==> src/rtl/rx_fifo.sv <==
// Receive-side buffer for the UART receiver: handshakes each byte, tags it with its framing
// status, and presents it to the host through a show-ahead FIFO with overflow accounting.
module rx_fifo #(
    parameter int unsigned DEPTH = 16,
    parameter int unsigned AW    = 4
) (
    input  logic          clk,
    input  logic          reset,
    input  logic [7:0]    rx_data,
    input  logic          rx_dataready,
    input  logic          rx_framing,
    input  logic          rx_overrun,
    output logic          rx_readdata,
    output logic          rx_clearerr,
    input  logic          pop,
    output logic [7:0]    dout,
    output logic          dout_ferr,
    output logic          valid,
    output logic          full,
    output logic [AW:0]   count,
    output logic          ovf,
    input  logic          ovf_clear,
    output logic [7:0]    dropcount
);

    localparam logic [AW:0]   DepthCnt = (AW+1)'(DEPTH);
    localparam logic [AW:0]   CntOne   = (AW+1)'(1);
    localparam logic [AW-1:0] PtrOne   = AW'(1);

    typedef enum logic [1:0] {
        StIdle  = 2'd0,
        StAck   = 2'd1,
        StDrain = 2'd2
    } state_e;

    state_e state_q, state_d;

    logic [8:0]    mem [DEPTH];
    logic [AW-1:0] wptr_q, wptr_d;
    logic [AW-1:0] rptr_q, rptr_d;
    logic [AW:0]   count_q, count_d;
    logic          readdata_q, readdata_d;
    logic          clearerr_q, clearerr_d;
    logic          ovf_q, ovf_d;
    logic [7:0]    dropcount_q, dropcount_d;

    logic capture;
    logic push_en;
    logic drop;
    logic pop_en;
    logic ovf_set;
    logic full_int;
    logic valid_int;
    logic [8:0] head;

    assign full_int  = (count_q == DepthCnt);
    assign valid_int = (count_q != '0);

    // Capture FSM: one capture per byte, then wait for the receiver to drop dataready.
    always_comb begin
        state_d = state_q;
        capture = 1'b0;
        unique case (state_q)
            StIdle: begin
                if (rx_dataready) begin
                    capture = 1'b1;
                    state_d = StAck;
                end
            end
            StAck: begin
                state_d = StDrain;
            end
            StDrain: begin
                if (!rx_dataready) begin
                    state_d = StIdle;
                end
            end
            default: begin
                state_d = StIdle;
            end
        endcase
    end

    // Handshake outputs are registered so they are decoded from the state being entered.
    always_comb begin
        readdata_d = (state_d == StAck) && (state_q == StIdle);
        clearerr_d = readdata_d && (rx_framing || rx_overrun);
    end

    assign push_en = capture && !full_int;
    assign drop    = capture && full_int;
    assign ovf_set = drop || (capture && rx_overrun);
    assign pop_en  = pop && valid_int;

    always_comb begin
        wptr_d  = wptr_q;
        rptr_d  = rptr_q;
        count_d = count_q;
        if (push_en) begin
            wptr_d = wptr_q + PtrOne;
        end
        if (pop_en) begin
            rptr_d = rptr_q + PtrOne;
        end
        case ({push_en, pop_en})
            2'b10:   count_d = count_q + CntOne;
            2'b01:   count_d = count_q - CntOne;
            default: count_d = count_q;
        endcase
    end

    // A new drop or overrun in the same cycle as a clear wins over the clear.
    always_comb begin
        ovf_d       = ovf_q;
        dropcount_d = dropcount_q;
        if (ovf_clear) begin
            ovf_d       = 1'b0;
            dropcount_d = '0;
        end
        if (ovf_set) begin
            ovf_d = 1'b1;
        end
        if (drop) begin
            if (ovf_clear) begin
                dropcount_d = 8'd1;
            end else if (dropcount_q != 8'hFF) begin
                dropcount_d = dropcount_q + 8'd1;
            end
        end
    end

    always_ff @(posedge clk or posedge reset) begin
        if (reset) begin
            state_q     <= StIdle;
            wptr_q      <= '0;
            rptr_q      <= '0;
            count_q     <= '0;
            readdata_q  <= 1'b0;
            clearerr_q  <= 1'b0;
            ovf_q       <= 1'b0;
            dropcount_q <= '0;
        end else begin
            state_q     <= state_d;
            wptr_q      <= wptr_d;
            rptr_q      <= rptr_d;
            count_q     <= count_d;
            readdata_q  <= readdata_d;
            clearerr_q  <= clearerr_d;
            ovf_q       <= ovf_d;
            dropcount_q <= dropcount_d;
        end
    end

    // Storage is deliberately not reset; the head is only meaningful while valid.
    always_ff @(posedge clk) begin
        if (push_en) begin
            mem[wptr_q] <= {rx_framing, rx_data};
        end
    end

    assign head        = mem[rptr_q];
    assign dout        = head[7:0];
    assign dout_ferr   = head[8];
    assign valid       = valid_int;
    assign full        = full_int;
    assign count       = count_q;
    assign rx_readdata = readdata_q;
    assign rx_clearerr = clearerr_q;
    assign ovf         = ovf_q;
    assign dropcount   = dropcount_q;

endmodule

==> config.mk <==
export PLATFORM = sky130hd
export DESIGN_NAME = rx_fifo
export DESIGN_NICKNAME = d
export VERILOG_FILES = /design/src/rtl/rx_fifo.sv
export SDC_FILE = /design/constraint.sdc
export NUM_CORES = 1
export LEC_CHECK = 0
export ABC_AREA = 1
export CAP_MARGIN = 20
export CORE_MARGIN = 4
export CORE_UTILIZATION = 55
export CTS_BUF_LIST = sky130_fd_sc_hd__clkbuf_8
export CTS_CLUSTER_SIZE = 12
export DETAILED_ROUTE_END_ITERATION = 10
export HOLD_SLACK_MARGIN = 0.05
export PLACE_DENSITY = 0.88
export SYNTH_ARGS = -nofsm -noshare
export SYNTH_HDL_FRONTEND = slang
export SYNTH_SLANG_ARGS = --single-unit
==> constraint.sdc <==
create_clock -name clk -period 2.23 [get_ports clk]
set_input_delay 0.223 -clock clk [delete_from_list [all_inputs] [get_ports clk]]
set_output_delay 0.223 -clock clk [all_outputs]
set_load 0.005 [all_outputs]
# Word level (Yosys, flattened, before mapping)
# Memories as Yosys holds them, arrays and structs flattened.
# Cells that the tools add are included.
[totals]
memories = 1
wordCells = 48
output_inout_bits = 27
in_bits = 15
ramBits = 144
register_bits = 26
[memory_table]
columns = ["memory", "depth", "word_bits", "read_ports", "rd_clocked_by_memory_dff", "write_ports", "line_no", "text"]
rows = [
  ["mem", 16, 9, 1, 0, 1, "38", "logic [8:0] mem [DEPTH];"],
]
[op_classes]
mux = 14
n_eq_ne = 7
addsub = 5
n_reduce_logical = 13
[op_table]
columns = ["op", "n"]
rows = [
  ["$mux W8", 4],
  ["$pmux W5 S2", 1],
  ["$add A4 B1 Y4 const B", 2],
  ["$add A8 B1 Y8 const B", 1],
  ["$ne A8 B8 Y1 const B", 1],
  ["$eq A2 B1 Y1 const B", 3],
  ["$logic_and A1 B1 Y1", 6],
  ["$mux W1", 6],
  ["$pmux W2 S3", 1],
  ["$add A5 B1 Y5 const B", 1],
  ["$eq A5 B5 Y1 const B", 1],
  ["$reduce_bool A5 Y1", 1],
  ["$sub A5 B1 Y5 const B", 1],
  ["$eq A2 B2 Y1 const B", 2],
  ["$mux W2", 2],
  ["$reduce_bool A2 Y1", 2],
  ["$logic_not A2 Y1", 1],
  ["$logic_or A1 B1 Y1", 2],
  ["$logic_not A1 Y1", 1],
]

# Logic depth before layout (Yosys ltp)
# Gate-level depths: netlist (run 1).
[depth]
depth_word = 5
mapped_depth = 13
depth_no_buf = 13

# Worst setup path after synthesis (run 1)
# No wires, ideal clock.
[synth_path]
path_kind = "flip-flop to flip-flop"
from = "register count_q[1], in the netlist count[1]"
to = "register count_q[3], in the netlist count[3]"
required_ps = 2113
stages_incl_launch_ff = 12
arrival_ps = 1993
period_less_slack_ps = 2111
setup_slack_ps = 119
setup_ps = 117
path_buffers = 0
path_cell_list = "dfrtp_1 > nor2_2 > nand3_1 > nand2_1 > inv_1 > ha_1 > ha_1 > a21oi_1 > nand2_1 > or2_2 > nand3_1 > nand2_1"
[synth_via]
word_cells_on_any_way = 11
cone_classes = "add/sub (2); eq/ne (3); mux (1); reduce/logical (5)"
[synth_lines]
columns = ["element", "line_no", "text"]
rows = [
  ["start: declaration", "41", "logic [AW:0] count_q, count_d;"],
  ["start signal: assignment", "146", "count_q <= count_d;"],
  ["$reduce_bool A5 Y1 (*)", "57", "assign valid_int = (count_q != '0);"],
  ["net valid", "18", "output logic valid,"],
  ["$logic_and A1 B1 Y1 (*)", "93", "assign pop_en = pop && valid_int;"],
  ["net pop_en", "50", "logic pop_en;"],
  ["$eq A2 B1 Y1 / $eq A2 B2 Y1 (equally long branches)", "105", "case ({push_en, pop_en})"],
  ["$pmux W5 S2 / $reduce_bool A2 Y1 (equally long branches)", "n/a", ""],
]
# The timed path passes the listed nets; every way through them passes the cells marked *.
# A chain may end at the register's enable or synchronous reset.

# Final worst setup path (run 1)
[layout_path]
from = "register rptr_q[0]"
to = "output port dout[4]"
[layout_via]
elab_chain_cells = 1
[layout_rtl]
columns = ["element", "line_no", "text"]
rows = [
  ["start: declaration", "40", "logic [AW-1:0] rptr_q, rptr_d;"],
  ["start signal: assignment", "145", "rptr_q <= rptr_d;"],
  ["$mem_v2 Z16 W9", "n/a", ""],
  ["end: declaration", "16", "output logic [7:0] dout,"],
]
# No other way between the ends.

==> results of run 1 <==
state kept, by name (all words and copies together) (netlist names):
register and flops:
ovf 1, rx_clearerr 1, state_q 2, mem 144
wptr_q 4, rx_readdata 1, rptr_q 4, count 5
dropcount 8
metrics by stage:
step	setup slack (ns)	area [um2]	setup TNS, ns	total power [mW]
2_1_floorplan	0.119	7480	0	6.35
3_3_place_gp	-0.00462	8250	-0.00462	7.51
3_5_place_dp	-0.0566	8250	-0.0881	7.72
4_1_cts	-0.0522	8890	-0.0932	10.4
5_1_grt	-0.0548	9030	-0.277	11.5
6_report	0.0285	9030	0	10.9
critical path, cell delays in order, from the launching register on:
cell and delay [ns]:
sky130_fd_sc_hd__dfrtp_4 0.55, sky130_fd_sc_hd__buf_4 0.17, sky130_fd_sc_hd__buf_16 0.14, sky130_fd_sc_hd__a21oi_2 0.16, sky130_fd_sc_hd__o21ai_1 0.10, sky130_fd_sc_hd__nand3_1 0.10
sky130_fd_sc_hd__nand3_2 0.10, sky130_fd_sc_hd__nand2_2 0.10, sky130_fd_sc_hd__buf_6 0.09
repair_timing:
item,4_1_cts,5_1_grt
setup buffers,9,3
gates resized for setup,56,39
cloned,4,3
pin swaps,25,28
endpoints found under the setup margin,10,12
power groups by stage:
stage                     sequential [mW]  clock [mW]  combinational [mW]
after detailed placement             4.03           0                3.69
final                                3.97        2.36                4.54
after floorplan                      3.96           0                2.39
after global routing                 4.00        2.52                4.92
after CTS                            3.94        2.35                4.15
after global placement               4.01           0                3.50
kinds of logic after synthesis:
group,share of synthesized area
compound gates,0.0955
xor+xnor,0.0129
fa+ha+maj,0.0194
buf+inv,0.0764
flops,0.665
simple gates,0.131
per-layer routing:
layer | wire (um) | share of wire | track usage
met1 | 6850 | 0.37 | 0.288
met2 | 9450 | 0.52 | 0.393
met3 | 1570 | 0.086 | 0.0643
met4 | 438 | 0.024 | 0.0909
met5 | 0 | 0 | 0
cells in the final DEF, fill, tap and decap left out, drive strengths merged, types with 10 or more instances in the layout:
cell type,count
nand3,72
a21oi,31
o211ai,47
o21ai,37
inv,102
clkbuf,22
nor2,31
clkdlybuf4s50,32
edfxtp,144
ha,10
buf,58
nand2,106
dfrtp,26
worst max-delay path by stage:
stage / from / endpoint
floorplan: count[1] / count[3]
global placement: rx_dataready / count[3]
detailed placement: rx_dataready / count[3]
CTS: rptr_q[0] / dout[2]
global route: rptr_q[0] / dout[3]
finish: rptr_q[0] / dout[4]
layout make-up:
| class | count | area, um2 | share of cell area |
|---|---|---|---|
| tap | 176 | 220 | 0.0244 |
| timing repair buffer | 95 | 942 | 0.104 |
| clock inverter | 15 | 195 | 0.0216 |
| sequential | 170 | 4980 | 0.552 |
| inverter | 101 | 385 | 0.0427 |
| multi-input combinational | 354 | 2070 | 0.229 |
| clock buffer | 17 | 234 | 0.0259 |
==> metrics, run 1 <==
most repeated cell in the gate-level netlist after synthesis sky130_fd_sc_hd__edfxtp_1; number of antenna repair diodes 0; leading post-synthesis cells by cell area sky130_fd_sc_hd__edfxtp_1 58%, sky130_fd_sc_hd__dfrtp_1 8.7%, sky130_fd_sc_hd__nand2_1 5.0%, sky130_fd_sc_hd__inv_1 4.9%, sky130_fd_sc_hd__nand3_1 4.7%; share of Yosys cell area claimed by the top area cell type 0.578; global placer's final weighted congestion roughly 0.90; primary flip-flop cell chosen by synthesis mapping sky130_fd_sc_hd__edfxtp_1; f_max between 0.4 and 0.5 GHz; Avg Synthesized Cell Area 11.4 um2; WL/cell ~20 um; category of the critical setup timing path register to output pin; power per standard cell area between 1000 and 1500 nW/um2; dpl hpwl approximately 11000 um; area of the core approximately 13000 um2; transition time of the tightest slew-check pin just under 0.7 ns; DRC 0; worst-path maximum fanout 10; synthesis-to-layout area growth 20.7%; number of antenna violations at the first check in global routing 0; ys async rst share 0.153; GRT Overall Usage 0.234; Max-Slew Margin vs Limit 0.546; non-filler instance count after layout ~930; die area about 16000 um2; setup repair after global routing missed its margin yes; setup slack on the worst flop-to-flop path 0.08 ns; count of input and output buffers between 40 and 50; number of cells after detailed placement 880; Comb power frac 0.418; number of flops mapped to enable cells by yosys around 140; area leader, netlist sky130_fd_sc_hd__edfxtp_1; global-route wire length before repair 28100 um; Filler cells about 880; clock input transition at the sequential cells of the worst setup and hold paths about 0.10 ns; total nets after synthesis about 680; portion of the clock cycle consumed by the worst path in the final layout 0.987; leakage power figure roughly 3.6 nW; worst endpoint required time between 2 and 2.5 ns; flop and latch count out of synthesis 170; net switching fraction of the power 0.366; kind of start point of the critical path register; Crit path arrival time 1.98 ns; Final Hold Fails 0; Int Pwr between 6 and 7 mW; clk sink count 170; number of core rows between 40 and 50; Synth cell types 32; Peak VDD IR between 700 and 800 uV; worst-case clock skew around 0.017 ns; effective utilization at floorplan 0.563; clock buffer depth 2; global-route congestion overflow total 0; final critical-path required period approximately 2.2 ns; synth warn 0; final-report setup violation count 0; Clock Power Share 0.217; post-cts hold buffer count 0; P_sw 3.97 mW; via density per instance ~5.8; source-to-sink clock delay at the later pin of the worst-skew pair 0.46 ns; gate count after technology mapping between 600 and 700; cell types with the highest counts after synthesis 144 x sky130_fd_sc_hd__edfxtp_1, 99 x sky130_fd_sc_hd__nand2_1, 97 x sky130_fd_sc_hd__inv_1; die boundary height about 120 um; FF-to-FF End count[3]; number of global-route vias before repair about 5.4k; CTS HTree Levels 4; beginning of the worst register-to-register path count[3]; Die Span X roughly 120 um; Pre-antenna DRT Iters 6; Final Core Density 0.679; depth of the worst register-to-register path 12; Routed Antenna Nets 0; path type of the worst min-delay path primary input to asynchronous set/reset pin; largest net degree at the start of global routing 36; number of max-capacitance violations reported 0; nature of the critical path endpoint output pin; clock tree root buffer cell sky130_fd_sc_hd__clkbuf_8; io pins 42; cts bufs inserted 17; result of the run complete, no violations; clock tree from TritonCTS done; Syn Std Cell Area about 7500 um2; DR vias about 5.4k; Post-Route Hold Slack 0.123 ns; Net count, final approximately 770; number of DRC markers after the initial detailed-route iteration 708; share of the yosys chip area belonging to registers 0.665; proportion of power drawn by flip-flops and latches 0.365; final-report max-slew violation count 0; total detailed-routing wirelength 18300 um; fraction of layout instances using a drive strength above 1 0.195
Note: power is estimated with default switching activity, not from simulation.
==> run 2: changes to the inputs <==
--- a/config.mk
+++ b/config.mk
@@ -12,8 +12,10 @@
 export CTS_BUF_LIST = sky130_fd_sc_hd__clkbuf_8
 export CTS_CLUSTER_SIZE = 12
 export DETAILED_ROUTE_END_ITERATION = 10
+export DONT_BUFFER_PORTS = 1
 export HOLD_SLACK_MARGIN = 0.05
-export PLACE_DENSITY = 0.88
+export PLACE_DENSITY = 0.72
+export SLEW_MARGIN = 40
 export SYNTH_ARGS = -nofsm -noshare
 export SYNTH_HDL_FRONTEND = slang
 export SYNTH_SLANG_ARGS = --single-unit
==> run 2 against run 1 <==
Compared with the run above:
- final area fell by 6.6%
- non-clock buffer count fell by 44
- die area did not move
- first-iteration DRC count fell by 33%
- sequential power barely moved
- critical path depth rose by 3
- cell count fell by 4.7%
- via count fell by 9.2%
- sequential cell count did not move
==> metrics, run 2 (same netlist as run 1, synthesis figures left out) <==
category of the critical setup timing path register to register; most common cell after layout, fill and taps aside sky130_fd_sc_hd__edfxtp_1; portion of the clock cycle consumed by the worst path in the final layout 0.961 (-0.0263); Bufs and invs on worst path 1 (-2); transition time of the tightest slew-check pin 0.600 ns (-0.0787 ns); final-report setup violation count 0 (unchanged); cts bufs inserted 17 (unchanged); FF-to-FF End count[3]; f_max 0.467 GHz (+2.7%); worst endpoint required time 2.56 ns (+0.55 ns); most used cells in the layout excluding fill and tap cells 144 x sky130_fd_sc_hd__edfxtp_1, 100 x sky130_fd_sc_hd__inv_1, 94 x sky130_fd_sc_hd__nand2_1; number of antenna violations at the first check in global routing 0 (unchanged); synthesis-to-layout area growth 12.8%; total detailed-routing wirelength 15600 um (-15%); setup repair after global routing missed its margin yes; Final Hold Fails 0 (unchanged); post-route cell area 8440 um2 (-6.6%); area of the core 13300 um2 (unchanged); die area 15500 um2 (unchanged); Net count, final 721 (-5.8%); number of global-route vias before repair 4945 (-8.6%); WL/cell 17.6 um (-11%); final-report max-slew violation count 0 (unchanged); clock input transition at the sequential cells of the worst setup and hold paths 0.09 ns (about the same); CTS HTree Levels 4 (unchanged); number of antenna repair diodes 0 (unchanged); Clock Power Share 0.232 (+0.015); clk sink count 170 (unchanged); number of cells after detailed placement 833 (-5.3%); clock tree from TritonCTS done; clock tree root buffer cell sky130_fd_sc_hd__clkbuf_8; power per standard cell area 1140 nW/um2 (-5.0%); nature of the critical path endpoint register; kind of start point of the critical path register; setup slack on the worst flop-to-flop path 0.09 ns (about the same); leakage power figure 3.34 nW (-6.3%); die boundary height 125 um (unchanged); Comb power frac 0.356 (-0.062); worst slack after detailed placement -0.0614 ns (-0.00477 ns); ordered cell list for the critical path nor2_2 > nand3_1 > nand2_2 > inv_1 > ha_4 > ha_4 > a21oi_1 > nand2_1 > or2_2 > nand3_1 > nand2_1; largest register by flop count mem; worst-case clock skew 0.0112 ns (-0.00541 ns); proportion of power drawn by flip-flops and latches 0.413 (+0.048); Max-Slew Margin vs Limit 0.599 (+0.0526); fraction of layout instances using a drive strength above 1 0.140 (-0.0556); net switching fraction of the power 0.359 (-0.00711); non-filler instance count after layout 884 (-4.7%); global-route congestion overflow total 0 (unchanged); largest net degree at the start of global routing 42 (+17%); DRC 0 (unchanged); Critical-path top delay cell sky130_fd_sc_hd__dfrtp_2; io pins 42 (unchanged); Crit path arrival time 2.47 ns (+0.49 ns); Int Pwr 6.19 mW (-10%); worst-path maximum fanout 5 (-5); global-route wire length before repair 25300 um (-10%); Die Span X 125 um (unchanged); path type of the worst min-delay path primary input to register; Routed Antenna Nets 0 (unchanged); number of DRC markers after the initial detailed-route iteration 475 (-33%); Pre-antenna DRT Iters 5 (-1); depth of the worst register-to-register path 11 (-1); number of core rows 42 (unchanged); effective utilization at floorplan 0.563 (unchanged); global placer's final weighted congestion 0.795 (-12%); delay of the slowest cell on the worst path 0.47 ns (-0.08 ns); Cell Area, Placed 7780 um2 (-5.7%); termination of the worst setup path count[3]; DR vias 4906 (-9.2%); final critical-path required period 2.14 ns (-0.0586 ns); critical path startpoint count[2]; Peak VDD IR 852 uV (+6.5%); dpl hpwl 9820 um (-7.4%); P_sw 3.46 mW (-13%); kind of cell with the highest combined delay on the critical path simple AND/OR/NAND/NOR gates; flip-flop count of the largest register, all copies and words added 144 (unchanged); via density per instance 5.55 (-4.7%); GRT Overall Usage 0.209 (-0.0243); source-to-sink clock delay at the later pin of the worst-skew pair 0.44 ns (-0.02 ns); clock buffer depth 2 (unchanged); count of input and output buffers 0 (-100%); cell depth of the worst setup path 11 (+3); number of max-capacitance violations reported 0 (unchanged); beginning of the worst register-to-register path count[2]; result of the run complete, no violations; Tot Pwr 9.65 mW (-11%); post-route setup slack 0.0871 ns (+0.0586 ns)
==> run 2: worst min-delay path by stage <==
stage | start | endpoint | slack (ns) | depth (start not counted)
after global placement | reset | rx_readdata | 0.19 | 2
after floorplan | reset | count[0] | 0.26 | 1
after global routing | ovf_clear | dropcount[6] | 0.11 | 3
after CTS | ovf_clear | dropcount[6] | 0.08 | 3
after detailed placement | reset | state_q[0] | 0.22 | 2
final | ovf_clear | dropcount[6] | 0.13 | 3
==> run 2: worst reg2reg max path: cells and delay by family, from the launching register on <==
kind	cells	cell delay (ns)
flip-flops	1	0.47
AO/OA/AOI/OAI	1	0.16
AND/OR/NAND/NOR	7	0.88
buffers and inverters	1	0.08
adder cells (fa/ha/maj)	2	0.43
==> run 2: metrics by stage <==
| stage | util | hold WS (ns) | setup TNS (ns) |
|---|---|---|---|
| 2_1_floorplan | - | 0.263 | 0 |
| 3_3_place_gp | 0.585 | 0.193 | 0 |
| 3_5_place_dp | 0.585 | 0.222 | -0.0614 |
| 4_1_cts | 0.631 | 0.0846 | 0 |
| 5_1_grt | 0.635 | 0.110 | -0.0108 |
| 6_report | 0.635 | 0.127 | 0 |
==> run 2: metal layers <==
layer / part of all wire / up-vias / track usage
li1: - / 2335 / -
met1: 0.41 / 2396 / 0.265
met2: 0.52 / 149 / 0.355
met3: 0.061 / 26 / 0.0553
met4: 0.017 / 0 / 0.0638
met5: 0 / - / 0
==> run 2: what timing repair did <==
item,CTS,global route
resized for setup,2,11
hold endpoints to repair,177,0
endpoints found under the setup margin,7,7
hold buffers,15,0
buffers inserted,2,2
==> run 2: power by group through the flow <==
| stage | registers, mW | logic (mW) | clock network, mW |
|---|---|---|---|
| 3_5_place_dp | 4.12 | 3.07 | 0 |
| 2_1_floorplan | 3.96 | 2.39 | 0 |
| 4_1_cts | 3.99 | 3.31 | 2.29 |
| 6_report | 3.98 | 3.44 | 2.24 |
| 3_3_place_gp | 4.09 | 2.90 | 0 |
| 5_1_grt | 4.02 | 3.83 | 2.42 |
==> run 2: cell type report <==
class / instances / area (um2)
Clock inverter: 11 / 126
Clock buffer: 21 / 289
Fill cell: 1035 / 4860
Timing Repair Buffer: 51 / 453
Multi-Input combinational cell: 354 / 1990
Inverter: 101 / 382
Sequential cell: 170 / 4980
Tap cell: 176 / 220
==> run 3: changes to the inputs <==
--- a/config.mk
+++ b/config.mk
@@ -7,13 +7,12 @@
 export LEC_CHECK = 0
 export ABC_AREA = 1
 export CAP_MARGIN = 20
-export CORE_MARGIN = 4
 export CORE_UTILIZATION = 55
 export CTS_BUF_LIST = sky130_fd_sc_hd__clkbuf_8
 export CTS_CLUSTER_SIZE = 12
 export DETAILED_ROUTE_END_ITERATION = 10
 export DONT_BUFFER_PORTS = 1
-export HOLD_SLACK_MARGIN = 0.05
+export HOLD_SLACK_MARGIN = 0.08
 export PLACE_DENSITY = 0.72
 export SLEW_MARGIN = 40
 export SYNTH_ARGS = -nofsm -noshare
==> run 3 against run 2 <==
Compared with the run above:
- clock power about the same
- critical path depth is 1 higher
- die area is 9.4% lower
- count of clock-buffer cells in the layout is 2 lower
- setup slack gained 0.015 ns
- final area up 0.33%
- highest routed layer unchanged
==> metrics, run 3 (same netlist as run 1, synthesis figures left out) <==
global-route wire length before repair 25600 um (+1.2%); WL/cell 18.2 um (+3.4%); count of input and output buffers 0 (unchanged); final-report setup violation count 0 (unchanged); flip-flop count of the largest register, all copies and words added 144 (unchanged); clock tree from TritonCTS done; setup repair after global routing missed its margin yes; Final Hold Fails 0 (unchanged); Cell Area, Placed 7790 um2 (about the same); dpl hpwl 9900 um (+0.74%); most common cell after layout, fill and taps aside sky130_fd_sc_hd__edfxtp_1; nature of the critical path endpoint register; DRC 0 (unchanged); total detailed-routing wirelength 16200 um (+4.0%); fraction of layout instances using a drive strength above 1 0.137 (-0.00238); largest net degree at the start of global routing 46 (+9.5%); clk sink count 170 (unchanged); DR vias 4961 (+1.1%); Peak VDD IR 715 uV (-16%); hold path startpoint ovf_clear; global placer's final weighted congestion 0.847 (+6.5%); CTS HTree Levels 4 (unchanged); Post-Route Setup TNS 0 ns (unchanged); Pre-antenna DRT Iters 7 (+2); Net count, final 726 (+0.69%); number of global-route vias before repair 4937 (-0.16%); number of max-capacitance violations reported 0 (unchanged); number of cells after detailed placement 834 (+0.12%); kind of start point of the critical path register; non-filler instance count after layout 889 (+0.57%); post-route setup slack 0.102 ns (+0.0149 ns); clock tree root buffer cell sky130_fd_sc_hd__clkbuf_8; number of core rows 42 (unchanged); f_max 0.470 GHz (+0.70%); leakage power figure 3.36 nW (+0.48%); number of antenna repair diodes 0 (unchanged); area of the multi-input gates 1970 um2 (-0.88%); beginning of the worst register-to-register path count[2]; effective utilization at floorplan 0.565 (+0.00223); clock input transition at the sequential cells of the worst setup and hold paths 0.09 ns (about the same); global-route congestion overflow total 0 (unchanged); critical path startpoint count[2]; path type of the worst min-delay path primary input to register; final critical-path required period 2.13 ns (-0.0149 ns); Post-Route Hold Slack 0.118 ns (-0.00955 ns); Tot Pwr 9.68 mW (+0.32%); area occupied by registers 4980 um2 (about the same); worst-case clock skew 0.0124 ns (+0.00125 ns); most used cells in the layout excluding fill and tap cells 144 x sky130_fd_sc_hd__edfxtp_1, 99 x sky130_fd_sc_hd__nand2_1, 99 x sky130_fd_sc_hd__inv_1; transition time of the tightest slew-check pin 0.677 ns (+0.0774 ns); post-route cell area 8470 um2 (+0.33%); via density per instance 5.58 (+0.55%); final-report max-slew violation count 0 (unchanged); number of DRC markers after the initial detailed-route iteration 496 (+4.4%); number of antenna violations at the first check in global routing 0 (unchanged); Max-Slew Margin vs Limit 0.547 (-0.0518); source-to-sink clock delay at the later pin of the worst-skew pair 0.46 ns (+0.02 ns); GRT Overall Usage 0.247 (+0.0373); category of the critical setup timing path register to register; cts bufs inserted 17 (unchanged); synthesis-to-layout area growth 13.2%; worst endpoint required time 2.64 ns (+0.08 ns); largest register by flop count mem; Filler cells 1017 (-1.7%); die area 14100 um2 (-9.4%); io pins 42 (unchanged); power per standard cell area 1140 nW/um2 (about the same); Routed Antenna Nets 0 (unchanged); portion of the clock cycle consumed by the worst path in the final layout 0.954 (-0.00668); die boundary height 119 um (-4.8%); area of the core 13200 um2 (-0.40%); Crit path arrival time 2.53 ns (+0.06 ns); Final Core Density 0.639 (+0.00460); worst slack after detailed placement -0.102 ns (-0.0411 ns); clock buffer depth 2 (unchanged); setup slack on the worst flop-to-flop path 0.10 ns (about the same); Die Span X 119 um (-4.8%); worst-path maximum fanout 5 (unchanged); result of the run complete, no violations
## run 3: cell count changes in the layout (fill, tap and decap cells not counted), moves of 2 or more
cell / before / now
sky130_fd_sc_hd__nand2_1: 94 / 99
sky130_fd_sc_hd__nand2_2: 9 / 4
sky130_fd_sc_hd__buf_4: 32 / 36
sky130_fd_sc_hd__clkinv_2: 5 / 1
sky130_fd_sc_hd__buf_6: 0 / 3
sky130_fd_sc_hd__clkbuf_8: 21 / 19
sky130_fd_sc_hd__clkinvlp_4: 0 / 2
sky130_fd_sc_hd__dfrtp_2: 3 / 1
sky130_fd_sc_hd__inv_4: 1 / 3
sky130_fd_sc_hd__inv_6: 0 / 2
sky130_fd_sc_hd__nand3_1: 69 / 71
sky130_fd_sc_hd__nand3_2: 3 / 1
## run 3: per-layer routing
metal  track usage  part of all wire
met4         0.124             0.037
met5             0                 0
met3        0.0550             0.070
met1         0.309              0.41
met2         0.405              0.48
## run 3: final cells by class
cell class / count / share of cell area
Sequential cell: 170 / 0.589
Multi-Input combinational cell: 354 / 0.233
Timing Repair Buffer: 56 / 0.0584
Inverter: 101 / 0.0457
Clock buffer: 19 / 0.0309
Tap cell: 176 / 0.0260
Clock inverter: 13 / 0.0179
## run 3: path summary, 6_finish.rpt
kind                                end  cells past startpoint
setup / recovery               count[4]                     12
hold / removal             dropcount[5]                      3
setup reg to reg               count[4]                     12
hold reg to reg              state_q[1]                      1
max in group asynchronous     rptr_q[1]                      2
min in group asynchronous    state_q[1]                      2
## run 3: worst max-delay path, cell delays in order, from the launching register on
cell and delay [ns]:
sky130_fd_sc_hd__dfrtp_2 0.48, sky130_fd_sc_hd__nor2_4 0.11, sky130_fd_sc_hd__nand3_2 0.15, sky130_fd_sc_hd__nand2_4 0.13
sky130_fd_sc_hd__ha_4 0.19, sky130_fd_sc_hd__inv_1 0.08, sky130_fd_sc_hd__fa_1 0.37, sky130_fd_sc_hd__inv_1 0.09
sky130_fd_sc_hd__nand3_1 0.11, sky130_fd_sc_hd__a21o_1 0.20, sky130_fd_sc_hd__nand2_1 0.06, sky130_fd_sc_hd__nand2_1 0.05
sky130_fd_sc_hd__nand2_1 0.05
## run 3: what timing repair did
action,CTS,global route
setup endpoints to repair,9,11
pin swaps,1,0
hold buffers,15,0
hold endpoints to repair,177,0
resized for setup,5,6
buffers inserted,4,4
## run 3: report_power, final
part	switching, mW	internal, mW
Sequential	0.240	3.76
Combinational	2.19	1.25
Clock	1.08	1.16
